===== src/rtl/snn_sched_pkg.sv =====
// -----------------------------------------------------------------------------
// snn_sched_pkg
// Shared definitions for the SNN time-step scheduler:
//   - sched_state_t      : scheduler FSM state encoding
//   - DEFAULT_TIME_WIDTH : default width of the sim-time / time-step counters
// -----------------------------------------------------------------------------
package snn_sched_pkg;

    localparam int DEFAULT_TIME_WIDTH = 32;

    typedef enum logic [2:0] {
        ST_IDLE    = 3'd0,
        ST_NET_RST = 3'd1,
        ST_GEN     = 3'd2,
        ST_LAYER   = 3'd3,
        ST_WAIT    = 3'd4,
        ST_STEP    = 3'd5,
        ST_DONE    = 3'd6
    } sched_state_t;

endpackage


===== src/rtl/snn_sched_timeout_cnt.sv =====
// -----------------------------------------------------------------------------
// snn_sched_timeout_cnt
// Layer watchdog: counts cycles while enable is high and flags expired during
// the TIMEOUT_CYCLES-th consecutive enabled cycle. clear has priority and
// restarts the count.
// Ports:
//   S_AXI_ACLK    in  clock (rising edge)
//   S_AXI_ARESETN in  asynchronous active-low reset
//   clear         in  restart the count
//   enable        in  count this cycle
//   expired       out limit reached in the current enabled cycle
// -----------------------------------------------------------------------------
module snn_sched_timeout_cnt #(
    parameter int TIMEOUT_CYCLES = 1024
) (
    input  logic S_AXI_ACLK,
    input  logic S_AXI_ARESETN,
    input  logic clear,
    input  logic enable,
    output logic expired
);

    localparam int CW = $clog2(TIMEOUT_CYCLES + 1);
    localparam logic [CW-1:0] LAST = CW'(TIMEOUT_CYCLES - 1);

    logic [CW-1:0] count_q;

    always_ff @(posedge S_AXI_ACLK or negedge S_AXI_ARESETN) begin
        if (!S_AXI_ARESETN) begin
            count_q <= '0;
        end else if (clear) begin
            count_q <= '0;
        end else if (enable && !expired) begin
            count_q <= count_q + CW'(1);
        end
    end

    // count_q holds the number of enabled cycles already elapsed, so the
    // limit is hit while count_q sits one below TIMEOUT_CYCLES.
    assign expired = enable && (count_q == LAST);

endmodule


===== src/rtl/snn_timestep_scheduler.sv =====
// -----------------------------------------------------------------------------
// snn_timestep_scheduler
// Sequences a spiking-network run: one neuron-state reset, then for each time
// step a spike-generator strobe followed by a start/done handshake with every
// layer in order, until the requested number of time steps has completed.
//
// Optional feature: define SNN_SCHED_TIMEOUT_EN to add a per-layer watchdog
// (TIMEOUT_CYCLES) that aborts the run and raises the sticky error_o.
//
// Ports:
//   S_AXI_ACLK      in   clock (rising edge)
//   S_AXI_ARESETN   in   asynchronous active-low reset
//   start_i         in   one-cycle run request (honoured only in IDLE)
//   abort_i         in   cancel the current run
//   sim_time_i      in   number of time steps, latched at start
//   net_reset_o     out  one-cycle neuron-state reset pulse
//   spike_gen_en_o  out  one-cycle spike-generator advance strobe
//   layer_start_o   out  one-hot one-cycle layer start pulse
//   layer_done_i    in   per-layer completion pulses
//   timestep_o      out  completed time steps
//   busy_o          out  high outside IDLE
//   done_o          out  one-cycle run-complete pulse
//   error_o         out  sticky watchdog error (0 without the watchdog)
// -----------------------------------------------------------------------------
module snn_timestep_scheduler
    import snn_sched_pkg::*;
#(
    parameter int NUM_LAYERS     = 2,
    parameter int TIME_WIDTH     = DEFAULT_TIME_WIDTH,
    parameter int TIMEOUT_CYCLES = 1024
) (
    input  logic                  S_AXI_ACLK,
    input  logic                  S_AXI_ARESETN,
    input  logic                  start_i,
    input  logic                  abort_i,
    input  logic [TIME_WIDTH-1:0] sim_time_i,
    output logic                  net_reset_o,
    output logic                  spike_gen_en_o,
    output logic [NUM_LAYERS-1:0] layer_start_o,
    input  logic [NUM_LAYERS-1:0] layer_done_i,
    output logic [TIME_WIDTH-1:0] timestep_o,
    output logic                  busy_o,
    output logic                  done_o,
    output logic                  error_o
);

    localparam int LW = (NUM_LAYERS > 1) ? $clog2(NUM_LAYERS) : 1;
    localparam logic [LW-1:0] LAST_LAYER = LW'(NUM_LAYERS - 1);

    sched_state_t          state_q, state_d;
    logic [LW-1:0]         layer_q;
    logic [TIME_WIDTH-1:0] timestep_q;
    logic [TIME_WIDTH-1:0] sim_time_q;
    logic                  layer_done_sel;
    logic                  wd_expired;
    logic                  start_ok;
    logic                  aborting;

    // Only the bit of the layer currently being waited on is ever looked at.
    assign layer_done_sel = layer_done_i[layer_q];
    assign start_ok       = (state_q == ST_IDLE) && start_i;
    assign aborting       = abort_i && (state_q != ST_IDLE);

    // Next-state logic; abort overrides everything, including a same-cycle done.
    always_comb begin
        state_d = state_q;
        unique case (state_q)
            ST_IDLE:    if (start_i) state_d = ST_NET_RST;
            ST_NET_RST: state_d = (sim_time_q == '0) ? ST_DONE : ST_GEN;
            ST_GEN:     state_d = ST_LAYER;
            ST_LAYER:   state_d = ST_WAIT;
            ST_WAIT: begin
                if (layer_done_sel) begin
                    state_d = (layer_q == LAST_LAYER) ? ST_STEP : ST_LAYER;
                end else if (wd_expired) begin
                    state_d = ST_IDLE;
                end
            end
            ST_STEP: begin
                state_d = ((timestep_q + TIME_WIDTH'(1)) == sim_time_q) ? ST_DONE : ST_GEN;
            end
            ST_DONE:    state_d = ST_IDLE;
            default:    state_d = ST_IDLE;
        endcase
        if (aborting) state_d = ST_IDLE;
    end

    // Control registers
    always_ff @(posedge S_AXI_ACLK or negedge S_AXI_ARESETN) begin
        if (!S_AXI_ARESETN) begin
            state_q    <= ST_IDLE;
            layer_q    <= '0;
            timestep_q <= '0;
        end else begin
            state_q <= state_d;
            if (start_ok) begin
                timestep_q <= '0;
            end else if (state_q == ST_STEP && !aborting) begin
                timestep_q <= timestep_q + TIME_WIDTH'(1);
            end
            if (state_q == ST_GEN) begin
                layer_q <= '0;
            end else if (state_q == ST_WAIT && layer_done_sel && !aborting &&
                         layer_q != LAST_LAYER) begin
                layer_q <= layer_q + LW'(1);
            end
        end
    end

    // Run length is data captured once per start; it needs no reset.
    always_ff @(posedge S_AXI_ACLK) begin
        if (start_ok) sim_time_q <= sim_time_i;
    end

`ifdef SNN_SCHED_TIMEOUT_EN
    logic error_q;

    snn_sched_timeout_cnt #(
        .TIMEOUT_CYCLES(TIMEOUT_CYCLES)
    ) u_timeout_cnt (
        .S_AXI_ACLK   (S_AXI_ACLK),
        .S_AXI_ARESETN(S_AXI_ARESETN),
        .clear        (state_q != ST_WAIT),
        .enable       (state_q == ST_WAIT),
        .expired      (wd_expired)
    );

    always_ff @(posedge S_AXI_ACLK or negedge S_AXI_ARESETN) begin
        if (!S_AXI_ARESETN) begin
            error_q <= 1'b0;
        end else if (start_ok) begin
            error_q <= 1'b0;
        end else if (state_q == ST_WAIT && wd_expired && !layer_done_sel && !aborting) begin
            error_q <= 1'b1;
        end
    end

    assign error_o = error_q;
`else
    logic unused_timeout_cfg;

    assign unused_timeout_cfg = (TIMEOUT_CYCLES == 0);
    assign wd_expired         = 1'b0;
    assign error_o            = 1'b0;
`endif

    // Outputs decode directly from the state register, so reset clears them at once.
    assign net_reset_o    = (state_q == ST_NET_RST);
    assign spike_gen_en_o = (state_q == ST_GEN);
    assign layer_start_o  = (state_q == ST_LAYER) ? (NUM_LAYERS'(1) << layer_q) : '0;
    assign done_o         = (state_q == ST_DONE);
    assign busy_o         = (state_q != ST_IDLE);
    assign timestep_o     = timestep_q;

endmodule

===== config.mk =====
export PLATFORM = sky130hd
export DESIGN_NAME = snn_timestep_scheduler
export DESIGN_NICKNAME = d
export VERILOG_FILES = /design/src/rtl/snn_sched_pkg.sv /design/src/rtl/snn_sched_timeout_cnt.sv /design/src/rtl/snn_timestep_scheduler.sv
export SDC_FILE = /design/constraint.sdc
export NUM_CORES = 1
export LEC_CHECK = 0
export ABC_AREA = 1
export BUFFER_PORTS_ARGS = -buffer_cell sky130_fd_sc_hd__buf_2
export CAP_MARGIN = 20
export CORE_UTILIZATION = 40
export DETAILED_ROUTE_END_ITERATION = 10
export PLACE_DENSITY = 0.65
export SLEW_MARGIN = 20
export SYNTH_ARGS = -nofsm -noshare
export SYNTH_HDL_FRONTEND = slang
export SYNTH_SLANG_ARGS = --single-unit

===== constraint.sdc =====
create_clock -name S_AXI_ACLK -period 3.2 [get_ports S_AXI_ACLK]
set_input_delay 0.64 -clock S_AXI_ACLK [delete_from_list [all_inputs] [get_ports S_AXI_ACLK]]
set_output_delay 0.64 -clock S_AXI_ACLK [all_outputs]
set_load 0.01 [all_outputs]

==> key figures <==
Placed design
  • Dpl cells: 821
  • Port Buffer Count: 75
  • Dpl hpwl: 9.767 mm
  • Gpl congestion: 0.9617
  • Post-DP Area: 0.004920 mm²

Logic synthesis
  • Seq/Total Area, Yosys: 42.73%
  • Synth async-reset ratio: 52.94%
  • #FFs+latches synth: 68
  • Synth cell types: 32
  • Mapped Nets: 650
  • Post-Synthesis Cells: 611
  • Post-synth EDFFs: 32
  • Synth warn: 0
  • Mapped Area: 0.004357 mm²
  • Syn_area_per_cell: 7.130 µm²
  • Ys flop type: dfrtp_1

Floorplanning
  • DIE WIDTH: 106.4 µm
  • DIE AREA: 0.01131 mm²
  • Core footprint: 0.01046 mm²
  • Vert. Die Dim: 106.4 µm
  • Row count: 37
  • Initial Util: 41.64%
  • I/O Pins: 77

Timing
  • Slew HR: 37.82%
  • Worst Skew: 13.61 ps
  • Fin. max-slew vios: 0
  • Worst-margin pin slew: 932.7 ps
  • Final setup vio count: 0
  • Total negative slack: 0 ps
  • Min Clock Period, post-route: 2224 ps
  • Period utilization: 69.49%
  • Hold Vio Cnt, Final: 0
  • Unrepaired setup endpoints after global routing: no
  • Max Fclk: 449.7 MHz

Clock network
  • Clk root buf: clkbuf_8
  • Clock-pin slew on the worst setup and hold paths: 80 ps
  • H-tree Lvls: 3
  • Worst-Skew Late Latency: 370 ps
  • Hold buffers post-CTS: 0
  • # resized after CTS: 0
  • Post-CTS Setup Repair Bufs: 0
  • CTS tree: yes
  • Clk sink count: 68
  • Max clock buf depth: 2
  • Num CTS Buffers: 9

Power
  • Power per cell area: 481.1 mW/mm²
  • Switching Power: 804.4 µW
  • Int Pwr: 1662 µW
  • Logic gate share of total power: 21.9%
  • Switching share of power: 32.61%
  • Leak pwr: 0.002477 µW
  • Flop pwr share: 46.7%
  • Clock share of power: 31.4%
  • Worst vdd ir: 0.0003483 V

Detailed routing
  • Drt wl/cell: 15.53 µm
  • Drc violations: 0
  • Vias/cell: 5.180
  • Initial DRC Count: 315
  • Post-route ant nets: 0
  • Drt first pass iters: 5
  • Via count: 4336
  • DRT Wirelength: 13.00 mm

Setup path
  • Nature of the critical path endpoint: flip-flop
  • Crit-path max cell delay: 430 ps
  • Required @ worst endpoint: 3510 ps
  • CP cell instances: ha_1 > nand2_2 > nor2_8 > nand2_4 > nor2_1 > nand3_1 > nand3_1 > nand2_1 > nor2_1 > nand2_1 > nor2_1 > nand3_1 > nand2_1 > nand2_1 > nand2_1
  • Critical path arrival: 2530 ps
  • Slowest cell on crit path: dfrtp_1
  • CP max FO: 9
  • Top cell by count, worst path: nand2_1
  • CP Launch Type: flip-flop
  • Kind of critical path: reg2reg

Cells and area
  • Final cell count without fillers: 837
  • Post-layout util: 49.01%
  • Share of cells above drive strength 1: 17.83%
  • Final Cell Area: 0.005127 mm²
  • Area delta synth->final: 17.69%
  • Fill count: 1076
  • Final #Nets: 735
  • ANT cells: 0

Global routing
  • GRT Overall Usage: 24.28%
  • Vias in the first global route: 4044
  • Total global routing overflow: 0
  • First-pass GRT wire length: 20.42 mm
  • Pin count of the biggest net entering global routing: 37
  • Initial antenna violation count: 0

Worst hold path
  • HP Class: in2async

Flow run
  • Max-cap violations: 0

Run status
  • Status: completed
==> cell families (layout without fill, tap and decap cells) <==
family	after synthesis	in the layout	synth area share, %
simple gates	394	394	41.15
buf+inv	95	185	8.271
flops	68	68	42.73
compound gates	45	45	5.744
xor+xnor	7	7	1.723
fa+ha+maj	1	1	0.2871
other cells	1	1	0.08607
==> layer usage <==
layer  track usage (%)  vias to the layer above  part of all wire, %
li1                  -                     2142                    -
met3             6.193                       29                  7.5
met2             36.18                      165                   44
met4             10.81                        0                  3.2
met5                 0                        -                    0
met1             33.09                     2000                   46
==> sequential cells by signal (all words and copies together) (netlist names) <==
| name | count |
|---|---|
| sim_time_q | 32 |
| layer_q | 1 |
| state_q | 3 |
| timestep_o | 32 |
==> cell type report <==
| class | count | area, µm² | area share [%] |
|---|---|---|---|
| Clock buffer | 11 | 131.4 | 2.562 |
| Clock inverter | 5 | 76.32 | 1.489 |
| Inverter | 89 | 334.1 | 6.515 |
| Multi-Input combinational cell | 448 | 2141 | 41.75 |
| Sequential cell | 68 | 1862 | 36.31 |
| Tap cell | 136 | 170.2 | 3.319 |
| Timing Repair Buffer | 80 | 412.9 | 8.053 |
==> cells in the final DEF, fill, tap and decap left out, types with 8 or more instances in the layout <==
cell type / n
o22ai_1: 14
buf_2: 75
nor2_1: 68
nand2_2: 9
dfrtp_1: 36
nand2_1: 194
nand3_1: 88
edfxtp_1: 32
inv_1: 84
o21ai_0: 25
nand4_1: 8
clkbuf_8: 9
==> metrics by stage <==
| step | setup WS, ps | power [µW] | hold slack (ps) |
|---|---|---|---|
| after global routing | 787.3 | 2601 | 423.6 |
| after floorplan | 641.1 | 1481 | 344.4 |
| after CTS | 991.3 | 2487 | 419.4 |
| after detailed placement | 1012 | 1704 | 542.0 |
| final | 976.3 | 2467 | 406.3 |
| after global placement | 1086 | 1692 | 528.8 |
==> path summary, 6_finish.rpt <==
| path | start | cells after the start | slack, ps | to |
|---|---|---|---|---|
| hold reg to reg | state_q[0] | 1 | 550 | state_q[0] |
| setup / recovery | timestep_o[0] | 15 | 980 | state_q[2] |
| hold / removal | S_AXI_ARESETN | 1 | 410 | timestep_o[1] |
| max in group asynchronous | S_AXI_ARESETN | 1 | 2210 | timestep_o[21] |
| setup reg to reg | timestep_o[0] | 15 | 980 | state_q[2] |
| min in group S_AXI_ACLK | sim_time_i[2] | 1 | 440 | sim_time_q[2] |
==> cell usage after synthesis (3+ instances only) <==
cell type    n  area share [%]
nand4_1      8             1.1
dfrtp_1     36              21
inv_1       84             7.2
nand2_2      9             1.3
nor2_2       6            0.86
o21ai_0     26             3.0
inv_2        3            0.26
clkbuf_1     4            0.34
nand3_2      3            0.69
xor2_1       5             1.0
edfxtp_1    32              22
nand2_1    194              17
nor2_8       4             1.8
nor4_1       3            0.43
nand3_1     88              10
nor2_4       4             1.0
o22ai_1     14             2.0
nor2_1      69             5.9
==> power groups by stage <==
stage / clock network [µW] / registers (µW) / logic (µW)
floorplan: 0 / 1140 / 339
global placement: 0 / 1160 / 530
detailed placement: 0 / 1170 / 538
CTS: 798 / 1150 / 539
global route: 830 / 1160 / 608
finish: 774 / 1150 / 540
==> critical path, delay by kind of cell, from the launching register on <==
family	cells	cell delay (ps)
fa+ha+maj	1	240
flops	1	430
simple gates	14	1490
Power figures use the tool's default switching activity.
